[src/rtl/lcd_write_driver.sv]
// HD44780-style write-only bus driver: accepts one 9-bit word per data_ready/lcd_busy
// handshake and produces a timed RS/DB setup, E pulse, hold and execution wait.
module lcd_write_driver #(
  parameter int unsigned POWERUP_CYCLES = 750000,
  parameter int unsigned SETUP_CYCLES   = 2,
  parameter int unsigned E_PULSE_CYCLES = 12,
  parameter int unsigned HOLD_CYCLES    = 2,
  parameter int unsigned EXEC_CYCLES    = 2000,
  parameter int unsigned CLEAR_CYCLES   = 82000,
  parameter int unsigned COUNT_WIDTH    = 20
) (
  input  logic       clock,
  input  logic       internal_reset_n,
  input  logic [8:0] data_in,
  input  logic       data_ready,
  output logic       lcd_busy,
  output logic       lcd_rs,
  output logic       lcd_rw,
  output logic       lcd_e,
  output logic [7:0] lcd_data
);

  localparam logic [COUNT_WIDTH-1:0] PowerupLast = COUNT_WIDTH'(POWERUP_CYCLES - 1);
  localparam logic [COUNT_WIDTH-1:0] SetupLast   = COUNT_WIDTH'(SETUP_CYCLES - 1);
  localparam logic [COUNT_WIDTH-1:0] PulseLast   = COUNT_WIDTH'(E_PULSE_CYCLES - 1);
  localparam logic [COUNT_WIDTH-1:0] HoldLast    = COUNT_WIDTH'(HOLD_CYCLES - 1);
  localparam logic [COUNT_WIDTH-1:0] ExecLast    = COUNT_WIDTH'(EXEC_CYCLES - 1);
  localparam logic [COUNT_WIDTH-1:0] ClearLast   = COUNT_WIDTH'(CLEAR_CYCLES - 1);

  typedef enum logic [2:0] {
    StPowerup,
    StIdle,
    StSetup,
    StEnable,
    StHold,
    StExec,
    StRelease
  } state_e;

  state_e                 r_state;
  state_e                 w_state_next;
  logic [COUNT_WIDTH-1:0] r_cnt;
  logic [COUNT_WIDTH-1:0] w_cnt_next;
  logic [COUNT_WIDTH-1:0] w_exec_last;
  logic                   r_busy;
  logic                   r_rs;
  logic                   r_e;
  logic [7:0]             r_data;
  logic                   w_rs_next;
  logic [7:0]             w_data_next;
  logic                   w_is_clear;

  // Clear display / return home need the long execution wait.
  assign w_is_clear  = !r_rs && ((r_data == 8'h01) || (r_data == 8'h02) || (r_data == 8'h03));
  assign w_exec_last = w_is_clear ? ClearLast : ExecLast;

  always_comb begin
    w_state_next = r_state;
    w_rs_next    = r_rs;
    w_data_next  = r_data;
    case (r_state)
      StPowerup: if (r_cnt == PowerupLast) w_state_next = StIdle;
      StIdle: begin
        if (data_ready) begin
          w_state_next = StSetup;
          w_rs_next    = data_in[8];
          w_data_next  = data_in[7:0];
        end
      end
      StSetup:   if (r_cnt == SetupLast)   w_state_next = StEnable;
      StEnable:  if (r_cnt == PulseLast)   w_state_next = StHold;
      StHold:    if (r_cnt == HoldLast)    w_state_next = StExec;
      StExec:    if (r_cnt == w_exec_last) w_state_next = StRelease;
      StRelease: if (!data_ready)          w_state_next = StIdle;
      default:   w_state_next = StPowerup;
    endcase

    // Untimed states park the counter at zero so it never wraps.
    if ((w_state_next != r_state) || (r_state == StIdle) || (r_state == StRelease)) begin
      w_cnt_next = '0;
    end else begin
      w_cnt_next = r_cnt + 1'b1;
    end
  end

  always_ff @(posedge clock or negedge internal_reset_n) begin
    if (!internal_reset_n) begin
      r_state <= StPowerup;
      r_cnt   <= '0;
      r_busy  <= 1'b1;
      r_e     <= 1'b0;
      r_rs    <= 1'b0;
      r_data  <= 8'h00;
    end else begin
      r_state <= w_state_next;
      r_cnt   <= w_cnt_next;
      r_busy  <= (w_state_next != StIdle);
      r_e     <= (w_state_next == StEnable);
      r_rs    <= w_rs_next;
      r_data  <= w_data_next;
    end
  end

  assign lcd_busy = r_busy;
  assign lcd_rs   = r_rs;
  assign lcd_rw   = 1'b0;
  assign lcd_e    = r_e;
  assign lcd_data = r_data;

endmodule
[config.mk]
export PLATFORM = sky130hd
export DESIGN_NAME = lcd_write_driver
export DESIGN_NICKNAME = d
export VERILOG_FILES = /design/src/rtl/lcd_write_driver.sv
export SDC_FILE = /design/constraint.sdc
export NUM_CORES = 1
export LEC_CHECK = 0
export ABC_AREA = 1
export CAP_MARGIN = 20
export CORE_MARGIN = 8
export CORE_UTILIZATION = 40
export CTS_BUF_LIST = sky130_fd_sc_hd__clkbuf_8
export DETAILED_ROUTE_END_ITERATION = 12
export PLACE_DENSITY = 0.59
export SYNTH_ARGS = -nofsm -noshare
export SYNTH_HDL_FRONTEND = slang
export SYNTH_SLANG_ARGS = --single-unit
[constraint.sdc]
create_clock -name clock -period 2.25 [get_ports clock]
set_input_delay 0.3375 -clock clock [delete_from_list [all_inputs] [get_ports clock]]
set_output_delay 0.3375 -clock clock [all_outputs]
set_load 0.02 [all_outputs]
==> impl_metrics.py <==
metrics = {
    "synth": {
        "syn_nets": 262,
        "synth_area_um2": 2050,
        "synthCells": 248,
        "yosysUniqueCellTypes": 34,
        "seq_area_frac_synth_pct": 41.7,
        "synth.area.top_cells": "dfrtp_1 40%, nor2_2 8.6%, nor2_1 7.5%, nand2_1 5.7%, nand3_1 4.4%",
        "synth.largest_area_cell": "dfrtp_1",
        "synth-seq-cells": 34,
        "syn_avg_cell_area_um2": 8.25,
        "synth_top_area_share_pct": 40.4,
        "synth_edf_count": 0,
        "ys.flop_type": "dfrtp_1",
        "synth_warnings": 0,
        "yosysMostFrequentCell": "nor2_1",
        "ys_async_sr_fraction_pct": 100,
        "yosys-top-cells-count": "41 x nor2_1, 33 x dfrtp_1, 31 x nand2_1, 28 x nor2_2, 23 x inv_1",
    },
    "die": {
        "io_pins": 24,
        "coreArea_um2": 5010,
        "die_area_um2": 7660,
        "die_x_um": 87.5,
        "start_util_pct": 40.8,
        "rows": 26,
        "die_h_um": 87.5,
    },
    "final_layout": {
        "antenna_cells": 0,
        "drive_gt1_share_pct": 24.5,
        "finalNetCount": 287,
        "finalInstanceArea_um2": 2430,
        "area_growth_pct": 19.0,
        "fin_cells": 344,
    },
    "timing": {
        "rsz0062_at_grt": "false",
        "fmax_mhz": 548,
        "skew_ns": 0.00909,
        "setup_viol": 0,
        "finalHoldViolations": 0,
        "drv_slew": 0,
        "fin_crit_ns": 1.82,
        "tns_ns": 0,
        "fin_crit_sh_pct": 81.0,
    },
    "routing": {
        "via_per_inst": 4.69,
        "via_count": 1612,
        "firstDrtPassIters": 5,
        "final_antenna_net_count": 0,
        "routed_wl_um": 4170,
        "drc": 0,
        "wl_per_cell_um": 12.1,
        "drt_iter0_markers": 101,
    },
    "clocking": {
        "clk_pin_slew_ns": 0.07,
        "clock_latency_ns": 0.29,
        "cts_tree": "done",
        "numCtsBuffers": 5,
        "cts_buffer_depth": 2,
        "htree_levels": 2,
        "cts.sinks": 34,
        "cts_root_buffer": "clkbuf_8",
        "post_cts_buffers": 0,
        "hold_buffers": 0,
        "ctsResizeCount": 0,
    },
    "setup_path": {
        "path_buf_inv": 1,
        "slowest_stage": "dfrtp_1",
        "criticalPathCategory": "flop to flop",
        "crit_chain": "ha_1 > nand3_2 > inv_2 > nand4_2 > nor2_2 > nand3_2 > nor2_2 > xnor2_1 > nor2_2",
        "worst_path_largest_cell_delay_ns": 0.40,
        "cp_common_cell": "nor2_2",
        "worstSetupStartpointType": "flop",
        "path_delay_family": "simple AND/OR/NAND/NOR gates",
        "endpoint_kind": "flop",
        "critPathArrivalTime_ns": 2.00,
        "cp_data_required_time_ns": 2.43,
        "worst-path-max-fanout": 4,
    },
    "placement": {
        "io_buffers": 22,
        "place_area_um2": 2320,
        "place_inst": 336,
        "gp_congestion": 0.869,
        "dpl.hpwl_um": 3210,
    },
    "global_routing": {
        "overflow": 0,
        "grt_pass1_vias": 1717,
        "grt_first_pass_wirelength_um": 7820,
        "grt_max_degree": 35,
        "grt.total_usage_pct": 12.9,
        "antenna_found_initial": 0,
    },
    "pwr": {
        "ir_drop_v": 0.000291,
        "p_leak_nw": 1.15,
        "p_per_area_nw_per_um2": 483,
    },
    "hold_path": {
        "hold_class": "primary input to async pin",
    },
    "run": {
        "maxCapViolCount": 0,
    },
    "outcome": {
        "status": "finished clean",
    },
}
==> area by class of cell <==
cell class | instances | area [um^2]
Sequential cell | 34 | 852
Multi-Input combinational cell | 178 | 1020
Fill cell | 521 | 2580
Tap cell | 70 | 87.6
Clock buffer | 8 | 110
Timing Repair Buffer | 24 | 248
Inverter | 30 | 113
==> through the flow <==
| step | worst slack (ns) | util [%] | total power, mW | hold slack (ns) |
|---|---|---|---|---|
| final | 0.427 | 48.6 | 1.18 | 0.451 |
| after global placement | 0.468 | 46.4 | 0.657 | 0.479 |
| after global routing | 0.269 | 48.6 | 1.23 | 0.499 |
| after detailed placement | 0.453 | 46.4 | 0.658 | 0.488 |
| after floorplan | 0.641 | - | 0.626 | 0.0419 |
| after CTS | 0.431 | 48.6 | 1.20 | 0.463 |
==> registers in the layout, indices dropped and copies added (netlist names) <==
| signal | cells |
|---|---|
| r_cnt | 20 |
| lcd_data | 8 |
| r_state | 3 |
| lcd_busy | 1 |
| lcd_e | 1 |
| lcd_rs | 1 |
==> worst paths after layout <==
path	start	to	depth (start not counted)	slack, ns
max	r_cnt[0]$_DFF_PN0_	r_cnt[18]$_DFF_PN0_	9	0.43
min	internal_reset_n	r_cnt[14]$_DFF_PN0_	2	0.45
max reg2reg	r_cnt[0]$_DFF_PN0_	r_cnt[18]$_DFF_PN0_	9	0.43
min reg2reg	r_cnt[0]$_DFF_PN0_	r_cnt[0]$_DFF_PN0_	1	0.49
max in group asynchronous	internal_reset_n	lcd_busy$_DFF_PN1_	2	1.46
min in group clock	r_cnt[0]$_DFF_PN0_	r_cnt[0]$_DFF_PN0_	1	0.49
==> kinds of logic (layout without fill, tap and decap cells) <==
group | count (synthesis) | in the layout | share of synthesized area (%)
and+or+nand+nor | 142 | 142 | 35.8
buffers and inverters | 36 | 62 | 8.32
DFF | 34 | 34 | 41.7
AOI/OAI and AO/OA | 14 | 14 | 3.91
xor gates and xnor gates | 13 | 13 | 5.57
muxes | 6 | 6 | 3.30
adders and majority gates | 2 | 2 | 1.22
other | 1 | 1 | 0.183
==> layout by cell type, fill, tap and decap left out, types with 3 or more instances in the layout <==
cell type	synthesis	layout
nand4_1	4	4
xnor2_1	3	3
nor2_2	28	28
clkdlybuf4s50_1	0	22
inv_2	7	7
clkbuf_8	0	8
inv_1	23	23
a21oi_1	4	4
xor2_1	10	10
mux2_1	3	3
nand3_1	18	18
dfrtp_1	33	33
nand2_1	31	31
o21ai_0	5	5
nand2_2	7	7
mux2_2	3	3
nand3_2	6	6
nor2_1	41	41
==> routing by layer <==
| metal | vias to the layer above | global-route usage, % | part of all wire [%] |
|---|---|---|---|
| met2 | 33 | 20.7 | 46 |
| met5 | - | 0 | 0 |
| li1 | 829 | - | - |
| met4 | 0 | 5.16 | 1.1 |
| met3 | 5 | 4.72 | 6.2 |
| met1 | 745 | 15.4 | 47 |
==> where the power goes <==
part           internal [mW]  leakage, nW  switching [mW]  total (mW)
sequential             0.611        0.446               0       0.611
combinational         0.0180        0.646          0.0153      0.0333
clock                  0.309       0.0575           0.222       0.532
Power figures use the tool's default switching activity.
==> edit (same settings) <==
The 7 states of `state_e` get a Gray code encoding in 3 bits.
--- a/src/rtl/lcd_write_driver.sv
+++ b/src/rtl/lcd_write_driver.sv
@@ -29,11 +29,11 @@
 
   typedef enum logic [2:0] {
-    StPowerup,
-    StIdle,
-    StSetup,
-    StEnable,
-    StHold,
-    StExec,
-    StRelease
+    StPowerup = 3'b000,
+    StIdle    = 3'b001,
+    StSetup   = 3'b011,
+    StEnable  = 3'b010,
+    StHold    = 3'b110,
+    StExec    = 3'b111,
+    StRelease = 3'b101
   } state_e;
 
Function: no difference found for any inputs over 10 cycles, from zero or initial values and one cycle with internal_reset_n low; not proved beyond that.
==> edit against the original RTL <==
- sequential share of layout area grew 0.16 points
- routed wire length shrank 1.7%
- design area shrank 0.46%
- sequential cell count is the same
- global-route usage shrank 0.59 points
- synthesized area is essentially flat
- worst setup slack lost 0.0015 ns
- power grew 2.5%
- largest cell class unchanged
==> edit: results (changes against the original RTL) <==
[global_routing]
grt_pass1_vias=1562  ; -9.0%
use_met2=0.1915  ; -0.01584
grt_pass1_wl_mm=7.314  ; -6.5%
gr-usage-all-layers=0.1235  ; -0.005935
met3_usage=0.03659  ; -0.01058
gr-usage-met1=0.1510  ; -0.002505

[drt]
drt-total-wl_mm=4.095  ; -1.7%
wl_met1_mm=1.984  ; +2.0%
wl_met3_um=244  ; -5.4%
wl_met2_mm=1.768  ; -7.8%
drtIter0Drc=81  ; -20%

[placement]
place_congestion=0.8429  ; -3.0%
dp.final_hpwl_mm=2.999  ; -6.7%

[logic_synthesis]
syn_nets=254  ; -3.1%
synthTopCellsByCount=nand2_1 (38), dfrtp_1 (33), nor2_1 (28)
yosys.area_share.xor_xnor=0.06846  ; +0.01280
synthAdderAreaFrac=0.01222  ; about the same
synthMuxAreaShare=0.03301  ; about the same
synth_most_common_cell=nand2_1
synth_cell_type_count=31  ; -8.8%

[layout]
layout-drive-gt1-share=0.2357  ; -0.008784

[critical_path]
critPathCapture=r_cnt[12]
cpPeakStageDelay_ns=0.42  ; +0.02 ns
worstPathMaxFanout=20  ; +16

[run_status]
outcome=complete, no violations

[pwr]
ir_drop_uv=205.6  ; -29%
p_leak_nw=1.140  ; -0.88%

## edit: cell types whose count changed after synthesis, sizes merged, moves of 2 or more
| cell | delta |
|---|---|
| nand2 | +8 |
| buf | +3 |
| nor2 | -13 |
| nor3 | +4 |
| xor2 | +3 |
| inv | -5 |
| nand3 | -6 |
| nand4 | +2 |
## edit: through the flow
step | setup slack, ns | area (um2) | hold WS [ns] | instances
global placement | 0.4469 | 2313 | 0.4992 | 325
detailed placement | 0.3959 | 2313 | 0.5148 | 325
finish | 0.4254 | 2422 | 0.4478 | 333
CTS | 0.4207 | 2422 | 0.4712 | 333
floorplan | 0.6925 | 2047 | 0.04191 | 240
global route | 0.2678 | 2422 | 0.5035 | 333
## edit: final cells by class
class / count / area, um2
Fill cell: 525 / 2587
Multi-Input combinational cell: 172 / 1032
Sequential cell: 34 / 852.1
Timing Repair Buffer: 24 / 247.7
Inverter: 25 / 93.84
Tap cell: 70 / 87.58
Clock buffer: 5 / 68.82
Clock inverter: 3 / 40.04
